### src/rtl/chad_coproc.sv
// Multi-cycle arithmetic coprocessor for the chad core: iterative UMUL, UDIV and shifts.
// Define CHAD_COP_DIVIDE_EN to build the restoring divider; otherwise UDIV reports overflow.
module chad_coproc #(
    parameter int WIDTH = 18
) (
    input  logic             clk,
    input  logic             resetq,
    input  logic             copgo,
    input  logic [10:0]      sel,
    input  logic             hold_ext,
    input  logic [WIDTH-1:0] copa,
    input  logic [WIDTH-1:0] copb,
    input  logic [WIDTH-1:0] copc,
    output logic             busy,
    output logic [WIDTH-1:0] cop
);

    typedef enum logic [1:0] {
        IDLE,
        RUN,
        DONE
    } state_t;

    state_t           state_q, state_d;
    logic [WIDTH-1:0] cop_q, cop_d;
    logic [WIDTH-1:0] hi_q, hi_d;
    logic             dz_q, dz_d;
    logic             ovf_q, ovf_d;
    logic [5:0]       cnt_q, cnt_d;
    logic [2:0]       op_q, op_d;
    logic [WIDTH-1:0] accHi_q, accHi_d;
    logic [WIDTH-1:0] accLo_q, accLo_d;
    logic [WIDTH-1:0] opnd_q, opnd_d;

    logic             validSel;
    logic             start;
    logic [5:0]       shiftSteps;
    logic [WIDTH:0]   mulSum;
    logic [WIDTH-1:0] stepHi, stepLo;

    assign validSel   = (sel[10:3] == 8'd0);
    assign start      = copgo & (state_q == IDLE) & resetq & validSel;
    assign busy       = resetq & (start | (state_q == RUN));
    assign cop        = cop_q;
    assign shiftSteps = (copa[5:0] >= 6'(WIDTH)) ? 6'(WIDTH) : copa[5:0];
    assign mulSum     = {1'b0, accHi_q} + (accLo_q[0] ? {1'b0, opnd_q} : '0);

`ifdef CHAD_COP_DIVIDE_EN
    // Restoring step: the remainder stays below the divisor, so WIDTH+1 bits suffice.
    logic [WIDTH:0]   divTrial;
    logic [WIDTH:0]   divDiff;
    logic             divFits;
    assign divTrial = {accHi_q, accLo_q[WIDTH-1]};
    assign divDiff  = divTrial - {1'b0, opnd_q};
    assign divFits  = (divTrial >= {1'b0, opnd_q});
`else
    logic unused_copc;
    assign unused_copc = ^copc;
`endif

    always_comb begin
        stepHi = accHi_q;
        stepLo = accLo_q;
        case (op_q)
            3'd0: begin
                stepHi = mulSum[WIDTH:1];
                stepLo = {mulSum[0], accLo_q[WIDTH-1:1]};
            end
`ifdef CHAD_COP_DIVIDE_EN
            3'd1: begin
                stepHi = divFits ? divDiff[WIDTH-1:0] : divTrial[WIDTH-1:0];
                stepLo = {accLo_q[WIDTH-2:0], divFits};
            end
`endif
            3'd2:    stepLo = {accLo_q[WIDTH-2:0], 1'b0};
            3'd3:    stepLo = {1'b0, accLo_q[WIDTH-1:1]};
            3'd4:    stepLo = {accLo_q[WIDTH-1], accLo_q[WIDTH-1:1]};
            default: ;
        endcase
    end

    always_comb begin
        state_d = state_q;
        cop_d   = cop_q;
        hi_d    = hi_q;
        dz_d    = dz_q;
        ovf_d   = ovf_q;
        cnt_d   = cnt_q;
        op_d    = op_q;
        accHi_d = accHi_q;
        accLo_d = accLo_q;
        opnd_d  = opnd_q;
        case (state_q)
            IDLE: begin
                if (start) begin
                    op_d = sel[2:0];
                    case (sel[2:0])
                        3'd0: begin
                            accHi_d = '0;
                            accLo_d = copa;
                            opnd_d  = copb;
                            cnt_d   = 6'(WIDTH);
                            state_d = RUN;
                        end
                        3'd1: begin
`ifdef CHAD_COP_DIVIDE_EN
                            if (copa == '0) begin
                                cop_d   = '1;
                                hi_d    = copb;
                                dz_d    = 1'b1;
                                ovf_d   = 1'b0;
                                state_d = DONE;
                            end else if (copc >= copa) begin
                                cop_d   = '1;
                                hi_d    = copb;
                                dz_d    = 1'b0;
                                ovf_d   = 1'b1;
                                state_d = DONE;
                            end else begin
                                accHi_d = copc;
                                accLo_d = copb;
                                opnd_d  = copa;
                                cnt_d   = 6'(WIDTH);
                                state_d = RUN;
                            end
`else
                            cop_d   = '1;
                            dz_d    = 1'b0;
                            ovf_d   = 1'b1;
                            state_d = DONE;
`endif
                        end
                        3'd2, 3'd3, 3'd4: begin
                            if (shiftSteps == 6'd0) begin
                                cop_d   = copb;
                                state_d = DONE;
                            end else begin
                                accLo_d = copb;
                                cnt_d   = shiftSteps;
                                state_d = RUN;
                            end
                        end
                        3'd6: begin
                            cop_d   = WIDTH'({ovf_q, dz_q});
                            state_d = DONE;
                        end
                        default: begin
                            cop_d   = hi_q;
                            state_d = DONE;
                        end
                    endcase
                end
            end
            RUN: begin
                accHi_d = stepHi;
                accLo_d = stepLo;
                cnt_d   = cnt_q - 6'd1;
                if (cnt_q == 6'd1) begin
                    cop_d   = stepLo;
                    state_d = DONE;
                    if (op_q == 3'd0) begin
                        hi_d = stepHi;
                    end
                    if (op_q == 3'd1) begin
                        hi_d  = stepHi;
                        dz_d  = 1'b0;
                        ovf_d = 1'b0;
                    end
                end
            end
            DONE: begin
                if (!hold_ext) begin
                    state_d = IDLE;
                end
            end
            default: state_d = IDLE;
        endcase
    end

    always_ff @(posedge clk) begin
        if (!resetq) begin
            state_q <= IDLE;
            cop_q   <= '0;
            hi_q    <= '0;
            dz_q    <= 1'b0;
            ovf_q   <= 1'b0;
            cnt_q   <= '0;
            op_q    <= '0;
            accHi_q <= '0;
            accLo_q <= '0;
            opnd_q  <= '0;
        end else begin
            state_q <= state_d;
            cop_q   <= cop_d;
            hi_q    <= hi_d;
            dz_q    <= dz_d;
            ovf_q   <= ovf_d;
            cnt_q   <= cnt_d;
            op_q    <= op_d;
            accHi_q <= accHi_d;
            accLo_q <= accLo_d;
            opnd_q  <= opnd_d;
        end
    end

endmodule

### config.mk
export PLATFORM = sky130hd
export DESIGN_NAME = chad_coproc
export DESIGN_NICKNAME = d
export VERILOG_FILES = /design/src/rtl/chad_coproc.sv
export SDC_FILE = /design/constraint.sdc
export NUM_CORES = 1
export LEC_CHECK = 0
export CELL_PAD_IN_SITES_DETAIL_PLACEMENT = 1
export CELL_PAD_IN_SITES_GLOBAL_PLACEMENT = 1
export CORE_UTILIZATION = 40
export DETAILED_ROUTE_END_ITERATION = 6
export PLACE_DENSITY = 0.84
export SYNTH_ARGS = -nofsm -noshare
export SYNTH_HDL_FRONTEND = slang
export SYNTH_SLANG_ARGS = --single-unit
export TNS_END_PERCENT = 20
### constraint.sdc
create_clock -name clk -period 4.2 [get_ports clk]
set_clock_uncertainty 0.05 [all_clocks]
set_input_delay 0.63 -clock clk [delete_from_list [all_inputs] [get_ports clk]]
set_output_delay 0.63 -clock clk [all_outputs]
set_load 0.02 [all_outputs]
Word level (Yosys, flattened, before mapping)
Cells that the tools add are included.
Storage, ports and cells
  word-level logic and storage cells: 92
  register bits after elaboration: 103
  bits of input ports: 69
  output and inout port bits: 19
Operators by class
  reductions and logical operators: 16
  equality and inequality tests: 22
  bitwise logic cells: 5
  add/subtract/negate cells: 2
  $lt $le $gt $ge: 1
  mux-type cells: 36
Operators by type and width (number)
  two-way mux 18 bit: 11
  one-hot mux 18 bit (2 select lines): 4
  one-hot mux 18 bit (4 select lines): 2
  one-hot mux 6 bit (2 select lines): 2
  adder 18 x 18 -> 19 bit: 1
  two-way mux 6 bit: 3
  equality test 3 x 2 -> 1 bit (second input constant): 4
  AND reduction 3 bit: 4
  AND reduction 5 bit: 2
  equality test 3 bit (second input constant): 3
  zero test 8 bit: 1
  two-way mux 2 bit: 4
  inequality test 2 x 1 -> 1 bit (second input constant): 4
  equality test 3 x 1 -> 1 bit (second input constant): 2
  equality test 6 x 1 -> 1 bit (second input constant): 1
  >= comparator 6 x 5 -> 1 bit (second input constant): 1
  zero test 3 bit: 2
  zero test 6 bit: 1
  two-way mux 1 bit: 6
  inequality test 2 bit (second input constant): 3
  inequality test 3 bit (second input constant): 2
  one-hot mux 2 bit (3 select lines): 1
  subtractor 6 x 1 -> 6 bit (second input constant): 1
  AND 1 bit: 4
  11 further kinds: 13

Logic depth before layout (Yosys ltp)
  depth in word-level cells: 7
  gate-level depth with buffers: 12
  gate-level depth less buffers: 10

Worst setup path after synthesis
No wires, ideal clock.
  kind: reg2reg
  start: reg accLo_q[0]
  end: reg accHi_q[17]
  slack: 1.126 ns
  cell stages (with the launch flop): 12
  required time: 4.007 ns
  setup time: 0.143 ns
  path buffers: 2
  period minus slack after synthesis: 3.074 ns
  data arrival time: 2.881 ns
  cells stage by stage: dfxtp_1 > clkbuf_1 > clkbuf_1 > and2_1 > ha_1 > fa_1 > a21o_1 > a221oi_2 > o31a_1 > o221ai_1 > a2111oi_1 > a211oi_1
On the way
  longest elaborated chain between the ends: 4
RTL lines
  from (decl): RTL line 32  | logic [WIDTH-1:0] accLo_q, accLo_d;
  from (signal assigned): RTL line 201  | accLo_q <= accLo_d;
  two-way mux 18 bit: RTL line 46  | assign mulSum = {1'b0, accHi_q} + (accLo_q[0] ? {1'b0, opnd_q} : '0);
  adder 18 x 18 -> 19 bit: RTL line 46
  two-way mux 18 bit: RTL line 64  | case (op_q)
  one-hot mux 18 bit (2 select lines): RTL line 93  | case (state_q)
  to (signal assigned): RTL line 200  | accHi_q <= accHi_d;
  to (decl): RTL line 31  | logic [WIDTH-1:0] accHi_q, accHi_d;
Every way passes these cells.
A chain may end at the register's enable or synchronous reset.

Worst setup path after layout
Ends and elaborated chain as after synthesis.

==> impl_metrics.csv <==
group,metric,value,unit
status,outcome,"finished, violations left",
status,violations,"design-rule violations",
logic_synthesis,syn_area_per_cell,7.53,µm²
setup_path,path_buf_inv,0,
floorplan,die_y,126,µm
setup_path,cp_cell_sequence,"and2_1 > ha_1 > fa_1 > a21o_1 > a221oi_2 > o31a_1 > o221ai_1 > a2111oi_1 > a211oi_1",
place,dp_hpwl,14.8,mm
sta,rsz0062_at_grt,"false",
clock_network,cts_buffers,9,
route,drtPass1Iterations,7,
setup_path,ff2ff_path_depth,9,
clock_network,cts_setup_buffers,0,
logic_synthesis,yosys_warnings,0,
final_layout,n_antenna_cell,0,
logic_synthesis,syn-num-nets,902,
route,ant_nets,0,
final_layout,most-common-layout-cells,"nand2_1, dfxtp_1, nor2_1",
sta,tightest_slew,1120,ps
sta,hold_slack,409,ps
clock_network,clockBufferDepth,2,
setup_path,critPathMaxStageDelay,720,ps
final_layout,syn_to_final_growth,17.6,%
setup_path,worstPathArrival,3820,ps
setup_path,crit_family,"compound AO/OA/AOI/OAI gates",
floorplan,coreArea,14700,µm²
worst_hold_path,hp-class,"reg2reg",
sta,slew_violations,0,
sta,tns,0,ps
route,dr.first_iter.drc_count,398,
floorplan,row_count,44,
grt,gr-usage-all-layers,26.4,%
logic_synthesis,yosys.area.top_type,"dfxtp_1",
place,port_buffers,69,
setup_path,cpMaxStageDelayCell,"a2111oi_1",
clock_network,clk_latency,370,ps
setup_path,startpoint_type,"register",
clock_network,cts_root_buffer,"clkbuf_16",
setup_path,path_class,"reg2reg",
route,num_vias,6182,
place,routabilityCongestion,0.822,
floorplan,boundaryPins,88,
final_layout,n_fill_cell,1787,
power,powerDensity,288,nW/µm²
grt,grt_max_degree,59,
sta,finalHoldViolCount,0,
grt,grt_pass1_wl,33.1,mm
logic_synthesis,ys_async_sr_fraction,0,%
clock_network,cts_tree,"done",
logic_synthesis,yosysUniqueCellTypes,65,
logic_synthesis,syn_area,6110,µm²
sta,setup_viol,0,
logic_synthesis,yosys-top-cells-area,"dfxtp_1, nand2_1, a21oi_1",
logic_synthesis,synth-edff-count,0,
setup_path,cp-end-kind,"register",
clock_network,cts_hold_buffers,0,
power,vdd_drop_max,200,µV
power,leakagePower,0.00274,µW
final_layout,final_common_cell,"nand2_1",
clock_network,cts_resized,0,
floorplan,die_w,126,µm
route,wl,20.4,mm
route,routedWlPerCell,19.7,µm
route,routed_via_density,5.99,
worst_hold_path,whs_path_depth,2,
logic_synthesis,syn_inst,812,
sta,max_freq,274,MHz
logic_synthesis,synth_ff_type,"dfxtp_1",
setup_path,critical_path_depth,9,
setup_path,cp_max_fo,20,
grt,overflow,0,
route,drc,7,
final_layout,nets,933,
sta,relSlewSlack,24.9,%
flow_run,drv_cap,0,
logic_synthesis,yosysTopAreaCellShare,33.4,%
sta,period_minus_slack,3650,ps
final_layout,post_route_cells_drive_above_1_share,4.95,%
clock_network,clk_pin_slew,70,ps
setup_path,cp.required,4370,ps
floorplan,dieArea,15800,µm²
grt,grt_antenna_before_repair,0,
logic_synthesis,ys_ff_latch,102,
clock_network,cts-htree-levels,3,
clock_network,cts_num_sinks,102,
sta,period_share,87.0,%
logic_synthesis,ys_seq_area_share,33.4,%
floorplan,initial_core_util,41.6,%
grt,grt_pass1_vias,6433,
==> registers in the layout, summed over array words and instances, names as in the netlist <==
name     count
hi_q        18
accLo_q     18
op_q         3
cnt_q        6
state_q      2
ovf_q        1
accHi_q     18
cop         18
opnd_q      18
==> metal layers <==
metal | wire [µm] | vias up | GRT usage [%]
met3 | 842 | 31 | 4.67
met1 | 9240 | 3019 | 33.1
met4 | 423 | 0 | 8.61
met5 | 0 | - | 0
met2 | 9870 | 161 | 45.8
li1 | - | 2971 | -
==> cell usage after synthesis (6+ instances only) <==
| library cell | n |
|---|---|
| o31a_1 | 17 |
| o21ai_0 | 23 |
| a21oi_1 | 71 |
| o22ai_1 | 22 |
| xnor2_1 | 7 |
| mux2i_1 | 7 |
| nor3_1 | 27 |
| a211oi_1 | 24 |
| o21ai_1 | 6 |
| a22oi_1 | 17 |
| nand3_1 | 16 |
| a21o_1 | 7 |
| buf_2 | 8 |
| nor2b_1 | 7 |
| xor2_1 | 12 |
| and2_1 | 23 |
| inv_1 | 8 |
| nor2_1 | 94 |
| dfxtp_1 | 102 |
| nand2_1 | 129 |
| a21boi_0 | 17 |
| clkbuf_1 | 48 |
| and3_1 | 19 |
| ha_1 | 20 |
==> metrics by stage <==
stage,power [µW],cells,util [%],instance area [µm²],setup WS [ps]
after floorplan,1060,812,-,6110,1130
after global placement,1150,1016,46.7,6860,772
after detailed placement,1150,1016,46.7,6860,607
after CTS,2080,1032,48.9,7190,582
after global routing,2130,1032,48.9,7190,357
final,2070,1032,48.9,7190,547
==> layout make-up <==
class,count,area [µm²],share of cell area [%]
timing repair buffer,80,768,10.7
tap,184,230,3.20
sequential,102,2040,28.4
inverter,9,33.8,0.470
clock buffer,11,243,3.38
clock inverter,5,82.6,1.15
multi-input combinational,641,3790,52.7
==> where the power goes <==
part / switching, µW / total (µW) / internal [µW]
Sequential: 0.314 / 967 / 966
Combinational: 95.4 / 166 / 70.6
Clock: 396 / 936 / 540
==> tightest hold or removal path: stages (launching register included) <==
cell      delay [ps]
dfxtp_1          310
nand2_1           50
a21boi_1          50
==> kinds of logic (layout without fill, tap and decap cells) <==
kind of cell               Yosys count  in the layout  synth area share, %
xor gates and xnor gates            19             19                 2.72
DFF                                102            102                 33.4
and+or+nand+nor                    348            348                 26.7
buffers and inverters               69            105                 4.65
muxes                                7              7                 1.15
adders and majority gates           21             21                 4.42
AOI/OAI and AO/OA                  246            246                 26.9
==> final timing paths <==
check / start / end / slack [ps]
max reg2reg: accLo_q[0]$_SDFFE_PN0P_ / accHi_q[17]$_SDFFE_PN0P_ / 550
max: accLo_q[0]$_SDFFE_PN0P_ / accHi_q[17]$_SDFFE_PN0P_ / 550
min reg2reg: opnd_q[9]$_SDFFE_PN0P_ / opnd_q[9]$_SDFFE_PN0P_ / 410
min: opnd_q[9]$_SDFFE_PN0P_ / opnd_q[9]$_SDFFE_PN0P_ / 410
Note: power is estimated with default switching activity, not from simulation.
